==> src/rtl/joy_pkg.sv <==
// Shared constants for the joystick tracker: direction indices and default screen bounds.
package joy_pkg;

    localparam int unsigned DIR_LEFT      = 0;
    localparam int unsigned DIR_RIGHT     = 1;
    localparam int unsigned DIR_UP        = 2;
    localparam int unsigned DIR_DOWN      = 3;
    localparam int unsigned NUM_DIRS      = 4;

    localparam int          X_MAX_DEFAULT = 639;
    localparam int          Y_MAX_DEFAULT = 479;

endpackage

==> src/rtl/joy_if.sv <==
// Joystick/video-side bundle: raw joystick lines and vsync in, live and frame-latched position out.
interface joy_if #(
    parameter int W = 10
);

    logic         left;
    logic         right;
    logic         up;
    logic         down;
    logic         vsync;
    logic [W-1:0] joy_x;
    logic [W-1:0] joy_y;
    logic [W-1:0] player_x;
    logic [W-1:0] player_y;
    logic         frame_strobe;

    modport master (
        output left, right, up, down, vsync,
        input  joy_x, joy_y, player_x, player_y, frame_strobe
    );

    modport slave (
        input  left, right, up, down, vsync,
        output joy_x, joy_y, player_x, player_y, frame_strobe
    );

endinterface

==> src/rtl/joy_debounce.sv <==
// One joystick line: 2-flop synchronizer followed by a tick-sampled stability filter.
module joy_debounce #(
    parameter int DB_TICKS = 3
) (
    input  logic clk,
    input  logic reset,
    input  logic raw,
    input  logic tick,
    output logic state
);

    localparam int CW = (DB_TICKS > 1) ? $clog2(DB_TICKS + 1) : 1;

    logic          sync1_r;
    logic          sync2_r;
    logic          state_r;
    logic [CW-1:0] cnt_r;

    // Synchronize, then accept a change only after DB_TICKS consecutive disagreeing ticks.
    always_ff @(posedge clk or negedge reset) begin
        if (!reset) begin
            sync1_r <= 1'b0;
            sync2_r <= 1'b0;
            state_r <= 1'b0;
            cnt_r   <= {CW{1'b0}};
        end else begin
            sync1_r <= raw;
            sync2_r <= sync1_r;
            if (tick) begin
                if (sync2_r != state_r) begin
                    if (cnt_r == CW'(DB_TICKS - 1)) begin
                        state_r <= sync2_r;
                        cnt_r   <= {CW{1'b0}};
                    end else begin
                        cnt_r   <= cnt_r + CW'(1);
                    end
                end else begin
                    cnt_r <= {CW{1'b0}};
                end
            end
        end
    end

    assign state = state_r;

endmodule

==> src/rtl/joy_tracker.sv <==
// Joystick position tracker: tick-paced debounced motion with clamping, latched into player_x/y on vsync.
// Optional acceleration after a long hold is enabled by defining JOY_ACCEL_EN.
module joy_tracker
    import joy_pkg::*;
#(
    parameter int W           = 10,
    parameter int X_MAX       = X_MAX_DEFAULT,
    parameter int Y_MAX       = Y_MAX_DEFAULT,
    parameter int X_INIT      = 320,
    parameter int Y_INIT      = 240,
    parameter int TICK_DIV    = 250000,
    parameter int DB_TICKS    = 3,
    parameter int STEP        = 1,
    parameter int ACCEL_TICKS = 50
) (
    input  logic clk,
    input  logic reset,
    joy_if.slave bus
);

    localparam int           TW     = $clog2(TICK_DIV);
    localparam logic [W:0]   X_LIM  = (W+1)'(X_MAX);
    localparam logic [W:0]   Y_LIM  = (W+1)'(Y_MAX);
    localparam logic [W:0]   STEP_1 = (W+1)'(STEP);
    localparam logic [W-1:0] X_RST  = W'(X_INIT);
    localparam logic [W-1:0] Y_RST  = W'(Y_INIT);

    if (X_INIT > X_MAX || Y_INIT > Y_MAX || TICK_DIV < 2 || DB_TICKS < 1 || ACCEL_TICKS < 1) begin : g_bad_params
        $error("joy_tracker: illegal parameter combination");
    end

    // Move one axis by stp in W+1 bits, clamping to [0, lim]; both or neither direction holds position.
    function automatic logic [W-1:0] sat_move(input logic [W-1:0] cur, input logic dec,
                                              input logic inc, input logic [W:0] stp,
                                              input logic [W:0] lim);
        logic [W:0] wide_s;
        logic [W:0] res_s;
        wide_s = {1'b0, cur};
        if (dec && !inc) begin
            if (wide_s < stp) begin
                res_s = {(W+1){1'b0}};
            end else begin
                res_s = wide_s - stp;
            end
        end else if (inc && !dec) begin
            res_s = wide_s + stp;
            if (res_s > lim) begin
                res_s = lim;
            end else begin
                res_s = res_s;
            end
        end else begin
            res_s = wide_s;
        end
        return res_s[W-1:0];
    endfunction

    logic [TW-1:0]       tick_cnt_r;
    logic                tick_s;
    logic [NUM_DIRS-1:0] raw_s;
    logic [NUM_DIRS-1:0] db_s;
    logic [W:0]          step_x_s;
    logic [W:0]          step_y_s;
    logic [W-1:0]        next_x_s;
    logic [W-1:0]        next_y_s;
    logic [W-1:0]        joy_x_r;
    logic [W-1:0]        joy_y_r;
    logic [W-1:0]        player_x_r;
    logic [W-1:0]        player_y_r;
    logic                strobe_r;
    logic                vs1_r;
    logic                vs2_r;
    logic                vs_prev_r;
    logic                vs_rise_s;

    assign tick_s = (tick_cnt_r == TW'(TICK_DIV - 1));

    // Free-running motion tick divider; tick_s is a clock enable, never a clock.
    always_ff @(posedge clk or negedge reset) begin
        if (!reset) begin
            tick_cnt_r <= {TW{1'b0}};
        end else if (tick_s) begin
            tick_cnt_r <= {TW{1'b0}};
        end else begin
            tick_cnt_r <= tick_cnt_r + TW'(1);
        end
    end

    assign raw_s[DIR_LEFT]  = bus.left;
    assign raw_s[DIR_RIGHT] = bus.right;
    assign raw_s[DIR_UP]    = bus.up;
    assign raw_s[DIR_DOWN]  = bus.down;

    for (genvar d = 0; d < NUM_DIRS; d++) begin : g_dir
        joy_debounce #(
            .DB_TICKS (DB_TICKS)
        ) u_db (
            .clk   (clk),
            .reset (reset),
            .raw   (raw_s[d]),
            .tick  (tick_s),
            .state (db_s[d])
        );
    end

`ifdef JOY_ACCEL_EN
    localparam int              HW       = $clog2(ACCEL_TICKS + 1);
    localparam logic [HW-1:0]   HOLD_MAX = HW'(ACCEL_TICKS);
    localparam logic [W:0]      STEP_2   = (W+1)'(2 * STEP);

    logic [HW-1:0] hold_x_r;
    logic [HW-1:0] hold_y_r;
    logic          dir_x_r;
    logic          dir_y_r;
    logic          move_x_s;
    logic          move_y_s;

    // dir_*_r remembers the last moving direction: 1 = right/down, 0 = left/up.
    assign move_x_s = db_s[DIR_LEFT] ^ db_s[DIR_RIGHT];
    assign move_y_s = db_s[DIR_UP] ^ db_s[DIR_DOWN];

    // Double the step once the same direction has been held for ACCEL_TICKS motion ticks.
    always_comb begin
        step_x_s = STEP_1;
        step_y_s = STEP_1;
        if (move_x_s && (dir_x_r == db_s[DIR_RIGHT]) && (hold_x_r >= HOLD_MAX)) begin
            step_x_s = STEP_2;
        end else begin
            step_x_s = STEP_1;
        end
        if (move_y_s && (dir_y_r == db_s[DIR_DOWN]) && (hold_y_r >= HOLD_MAX)) begin
            step_y_s = STEP_2;
        end else begin
            step_y_s = STEP_1;
        end
    end

    // Hold counters: restart on a new direction, clear on release or both pressed, saturate at the limit.
    always_ff @(posedge clk or negedge reset) begin
        if (!reset) begin
            hold_x_r <= {HW{1'b0}};
            hold_y_r <= {HW{1'b0}};
            dir_x_r  <= 1'b0;
            dir_y_r  <= 1'b0;
        end else if (tick_s) begin
            if (move_x_s) begin
                if ((hold_x_r != {HW{1'b0}}) && (dir_x_r == db_s[DIR_RIGHT])) begin
                    if (hold_x_r < HOLD_MAX) begin
                        hold_x_r <= hold_x_r + HW'(1);
                    end
                end else begin
                    hold_x_r <= HW'(1);
                end
                dir_x_r <= db_s[DIR_RIGHT];
            end else begin
                hold_x_r <= {HW{1'b0}};
            end
            if (move_y_s) begin
                if ((hold_y_r != {HW{1'b0}}) && (dir_y_r == db_s[DIR_DOWN])) begin
                    if (hold_y_r < HOLD_MAX) begin
                        hold_y_r <= hold_y_r + HW'(1);
                    end
                end else begin
                    hold_y_r <= HW'(1);
                end
                dir_y_r <= db_s[DIR_DOWN];
            end else begin
                hold_y_r <= {HW{1'b0}};
            end
        end
    end
`else
    assign step_x_s = STEP_1;
    assign step_y_s = STEP_1;
`endif

    assign next_x_s = sat_move(joy_x_r, db_s[DIR_LEFT], db_s[DIR_RIGHT], step_x_s, X_LIM);
    assign next_y_s = sat_move(joy_y_r, db_s[DIR_UP], db_s[DIR_DOWN], step_y_s, Y_LIM);

    // Live position advances only on motion ticks.
    always_ff @(posedge clk or negedge reset) begin
        if (!reset) begin
            joy_x_r <= X_RST;
            joy_y_r <= Y_RST;
        end else if (tick_s) begin
            joy_x_r <= next_x_s;
            joy_y_r <= next_y_s;
        end
    end

    assign vs_rise_s = vs2_r & ~vs_prev_r;

    // Frame latch samples the registered live position, so a coincident update lands next frame.
    always_ff @(posedge clk or negedge reset) begin
        if (!reset) begin
            vs1_r      <= 1'b0;
            vs2_r      <= 1'b0;
            vs_prev_r  <= 1'b0;
            player_x_r <= X_RST;
            player_y_r <= Y_RST;
            strobe_r   <= 1'b0;
        end else begin
            vs1_r     <= bus.vsync;
            vs2_r     <= vs1_r;
            vs_prev_r <= vs2_r;
            if (vs_rise_s) begin
                player_x_r <= joy_x_r;
                player_y_r <= joy_y_r;
                strobe_r   <= 1'b1;
            end else begin
                strobe_r   <= 1'b0;
            end
        end
    end

    assign bus.joy_x        = joy_x_r;
    assign bus.joy_y        = joy_y_r;
    assign bus.player_x     = player_x_r;
    assign bus.player_y     = player_y_r;
    assign bus.frame_strobe = strobe_r;

endmodule

==> src/flat_wrapper.sv <==
// flat-port wrapper written by rule: the top's interface ports become plain ports
module joy_tracker_flat import joy_pkg::*;
#(
    parameter int W           = 10,
    parameter int X_MAX       = X_MAX_DEFAULT,
    parameter int Y_MAX       = Y_MAX_DEFAULT,
    parameter int X_INIT      = 320,
    parameter int Y_INIT      = 240,
    parameter int TICK_DIV    = 250000,
    parameter int DB_TICKS    = 3,
    parameter int STEP        = 1,
    parameter int ACCEL_TICKS = 50
)
  (clk, reset, bus_left, bus_right, bus_up, bus_down, bus_vsync, bus_joy_x, bus_joy_y, bus_player_x, bus_player_y, bus_frame_strobe);
  joy_if #(.W(W)) bus_i ();
  input  logic clk;
  input  logic reset;
  input wire logic [$bits(bus_i.left)-1:0] bus_left;
  input wire logic [$bits(bus_i.right)-1:0] bus_right;
  input wire logic [$bits(bus_i.up)-1:0] bus_up;
  input wire logic [$bits(bus_i.down)-1:0] bus_down;
  input wire logic [$bits(bus_i.vsync)-1:0] bus_vsync;
  output wire logic [$bits(bus_i.joy_x)-1:0] bus_joy_x;
  output wire logic [$bits(bus_i.joy_y)-1:0] bus_joy_y;
  output wire logic [$bits(bus_i.player_x)-1:0] bus_player_x;
  output wire logic [$bits(bus_i.player_y)-1:0] bus_player_y;
  output wire logic [$bits(bus_i.frame_strobe)-1:0] bus_frame_strobe;
  assign bus_i.left = bus_left;
  assign bus_i.right = bus_right;
  assign bus_i.up = bus_up;
  assign bus_i.down = bus_down;
  assign bus_i.vsync = bus_vsync;
  assign bus_joy_x = bus_i.joy_x;
  assign bus_joy_y = bus_i.joy_y;
  assign bus_player_x = bus_i.player_x;
  assign bus_player_y = bus_i.player_y;
  assign bus_frame_strobe = bus_i.frame_strobe;
  joy_tracker #(.W(W), .X_MAX(X_MAX), .Y_MAX(Y_MAX), .X_INIT(X_INIT), .Y_INIT(Y_INIT), .TICK_DIV(TICK_DIV), .DB_TICKS(DB_TICKS), .STEP(STEP), .ACCEL_TICKS(ACCEL_TICKS)) u_core (.clk(clk), .reset(reset), .bus(bus_i));
endmodule
==> config.mk <==
export PLATFORM = sky130hd
export DESIGN_NAME = joy_tracker_flat
export DESIGN_NICKNAME = d
export VERILOG_FILES = /design/src/rtl/joy_pkg.sv /design/src/rtl/joy_if.sv /design/src/rtl/joy_debounce.sv /design/src/rtl/joy_tracker.sv /design/src/flat_wrapper.sv
export SDC_FILE = /design/constraint.sdc
export NUM_CORES = 1
export LEC_CHECK = 0
export CAP_MARGIN = 20
export CORE_ASPECT_RATIO = 2
export CORE_MARGIN = 1
export CORE_UTILIZATION = 45
export CTS_BUF_LIST = sky130_fd_sc_hd__clkbuf_2
export DETAILED_ROUTE_END_ITERATION = 8
export HOLD_SLACK_MARGIN = 0.1
export PLACE_DENSITY_LB_ADDON = 0.25
export SYNTH_ARGS = -nofsm -noshare
export SYNTH_HDL_FRONTEND = slang
export SYNTH_HIERARCHICAL = 1
export SYNTH_SLANG_ARGS = --single-unit
==> constraint.sdc <==
create_clock -name clk -period 6.2 [get_ports clk]
set_clock_uncertainty 0.2 [all_clocks]
set_input_delay 0.93 -clock clk [delete_from_list [all_inputs] [get_ports clk]]
set_output_delay 0.93 -clock clk [all_outputs]
set_load 0.01 [all_outputs]
==> run metrics <==
Compound-Gate Fraction of Synth Area=14.0%; critical path cell sequence=nor4b_2, nand4_1, nor3_2, buf_4, nand2b_1, or3_1, o311ai_0; Pwr Density=184 nW/um2; Hold Crit Depth=0; post-synth net total=459; Post-Synth Simple-Gate Area=20.7%; initial core utilization=46.8%; worst slew pin tran=1.06 ns; worst vdd ir=127 uV; RSZ-0062 raised after global routing=no; grt total ovfl=0; num rows=50; Yosys Warn Count=6; Clock Path Buffers=2; Synth Area in XOR/XNOR=4.56%; vias in the first global route=3,235; root buf cell=clkbuf_2; Slew Viols, Final=0; post-DR wirelength/cell=15.5 um; status=complete, no violations; crit path max-delay cell type=nor3_2; die width=72.1 um; Async SR Flop Fraction=100%; Yosys top cell by area=dfrtp_1; Routability Congestion=0.895; post-CTS sizing=0; initial antenna violation count=1; IO Count=48; Clock Pin Slew Worst Setup and Hold Paths=0.24 ns; post-synthesis mux area share=6.29%; Worst EP arrival=3.49 ns; HP Class=flop to flop; fillcell total=864; Worst Setup End Kind=flop; Primary FF master, synth=dfrtp_1; adder-cell share of the synthesized area=2.55%; critical path fanouts, max=16; Clock Latency Late Sink=0.56 ns; Post-DP Area=4910 um2; Avg Synthesized Cell Area=9.98 um2; crit path launch type=flop; Design Area, Final=5120 um2; drt via density=5.68; largest family of logic cells by synthesized area=simple AND/OR/NAND/NOR gates; Rel. slew slack=29.6%; die area=10,200 um2; Initial DRC Count=331; first-pass GRT wire length=15.7 mm; reported max-cap violation count=0; final period utilization=51.8%; placed cells=595; WL final=9.53 mm; DR pass1 iterations=5; Area Overhead vs Synth=15.9%; total global routing track utilization=19.8%; HPWL after DPL=6.52 mm; share of Yosys cell area claimed by the top area cell type=39.6%; share of cells above drive strength 1=13.7%; slowest stage delay, CP=0.82 ns; Tmin final=3.21 ns; Setup CP Type=flop to flop; Total Negative Setup Slacks=0 ns; final core utilization=54.2%; Hold Violations, Final=0; Mapped Area=4420 um2; top area cells in the synthesized netlist=dfrtp_1 40%, dfstp_2 7.1%, mux2_2 5.6%; die height=142 um; post-route ant nets=0; Post-synth EDFFs=0; Post-Syn Instances=443; Non-Filler Instances=614; Core Box Area=9450 um2; Residual DRC=0; CTS HTree Levels=3; Max Freq=0.311 GHz; Worst Path Required=6.48 ns; Setup Viol. Count Final=0; largest net degree at the start of global routing=83; vias post-DR=3,487; clock tree sinks=82; # port buffers=47; count leader, synth=dfrtp_1; P_leak=2.10 nW; synth cell count leaders=70 x dfrtp_1, 32 x o21ai_0, 31 x nand2_1, 31 x nor2_1, 22 x mux2_2; Distinct cells, synth=60; CTS tree=yes; Nets=494; TritonCTS Buffers=9; worst reg2reg path depth=7; number of synthesized register bits=82; post-synthesis sequential area ratio=46.8%
## metrics by stage
step | worst slack (ns) | hold slack, ns | total power, mW
after global placement | 3.15 | 0.133 | 0.571
after global routing | 2.74 | 0.201 | 0.980
final | 2.99 | 0.181 | 0.942
after CTS | 3.00 | 0.189 | 0.954
after detailed placement | 3.04 | 0.135 | 0.572
after floorplan | 3.67 | 0.131 | 0.556
## logic make-up (layout without fill, tap and decap cells)
group           Yosys count  count (layout)
xor+xnor                 23              23
mux                      25              25
flops                    82              82
other cells               0               1
fa+ha+maj                 9               9
compound gates           94              94
buf+inv                  47              87
simple gates            163             163
## report_power, final
group | switching [mW] | leakage, nW | total (mW) | internal, mW
Sequential | 0.00151 | 1.06 | 0.542 | 0.540
Combinational | 0.0146 | 0.944 | 0.0233 | 0.00863
Clock | 0.200 | 0.0931 | 0.377 | 0.177
## cell type report
class	instances	area, um2	area share (%)
Antenna cell	1	2.50	0.0489
Clock buffer	9	45.0	0.879
Clock inverter	7	124	2.42
Inverter	20	75.1	1.47
Multi-Input combinational cell	314	2130	41.5
Sequential cell	82	2070	40.4
Tap cell	130	163	3.18
Timing Repair Buffer	51	520	10.2
## per-layer routing
layer	share of wire (%)	routed length [um]	track usage (%)
met1	41	3930	23.1
met2	54	5110	34.2
met3	2.8	266	2.20
met4	2.4	228	11.4
met5	0	0	0
## registers in the layout, indices dropped and copies added, names as in the netlist
signal and count:
u_core/bus.frame_strobe 1, u_core/bus.joy_x 10, u_core/bus.joy_y 10, u_core/bus.player_x 10, u_core/bus.player_y 10, u_core/g_dir.u_db/cnt_r 8
u_core/g_dir.u_db/state 4, u_core/g_dir.u_db/sync1_r 4, u_core/g_dir.u_db/sync2_r 4, u_core/tick_cnt_r 18, u_core/vs1_r 1, u_core/vs2_r 1
u_core/vs_prev_r 1
## critical path, delay by kind of cell, from the launching register on
kind            cells  cell delay [ns]
simple gates        5             1.98
compound gates      1             0.10
flops               1             0.50
buf+inv             1             0.34
## repair_timing
item	CTS	global route
endpoints found under the hold margin	0	31
endpoints found under the setup margin	0	0
buffers inserted	0	0
hold buffers	0	1
## path summary, 6_finish.rpt
check                                        startpoint                           end  slack [ns]
max in group asynchronous                         reset           u_core/bus.joy_y[5]        4.52
max                               u_core/tick_cnt_r[11]           u_core/bus.joy_y[6]        2.99
min reg2reg                u_core/g_dir[1].u_db/sync1_r  u_core/g_dir[1].u_db/sync2_r        0.18
min in group asynchronous                         reset           u_core/bus.joy_x[1]        0.61
max reg2reg                       u_core/tick_cnt_r[11]           u_core/bus.joy_y[6]        2.99
min                        u_core/g_dir[1].u_db/sync1_r  u_core/g_dir[1].u_db/sync2_r        0.18
## placed cells by master (no fill, tap or decap), drive strengths merged, types with 9 or more instances in the layout
master	count
o21ai	33
ha	9
nor2	31
nand2b	10
xor2	11
dfrtp	70
inv	22
clkbuf	9
nand4	9
nand2	31
nand3b	10
mux2	22
o22ai	12
dfstp	12
a21oi	16
nor3	16
clkdlybuf4s50	46
nand3	15
xnor2	12
Power figures use the tool's default switching activity.
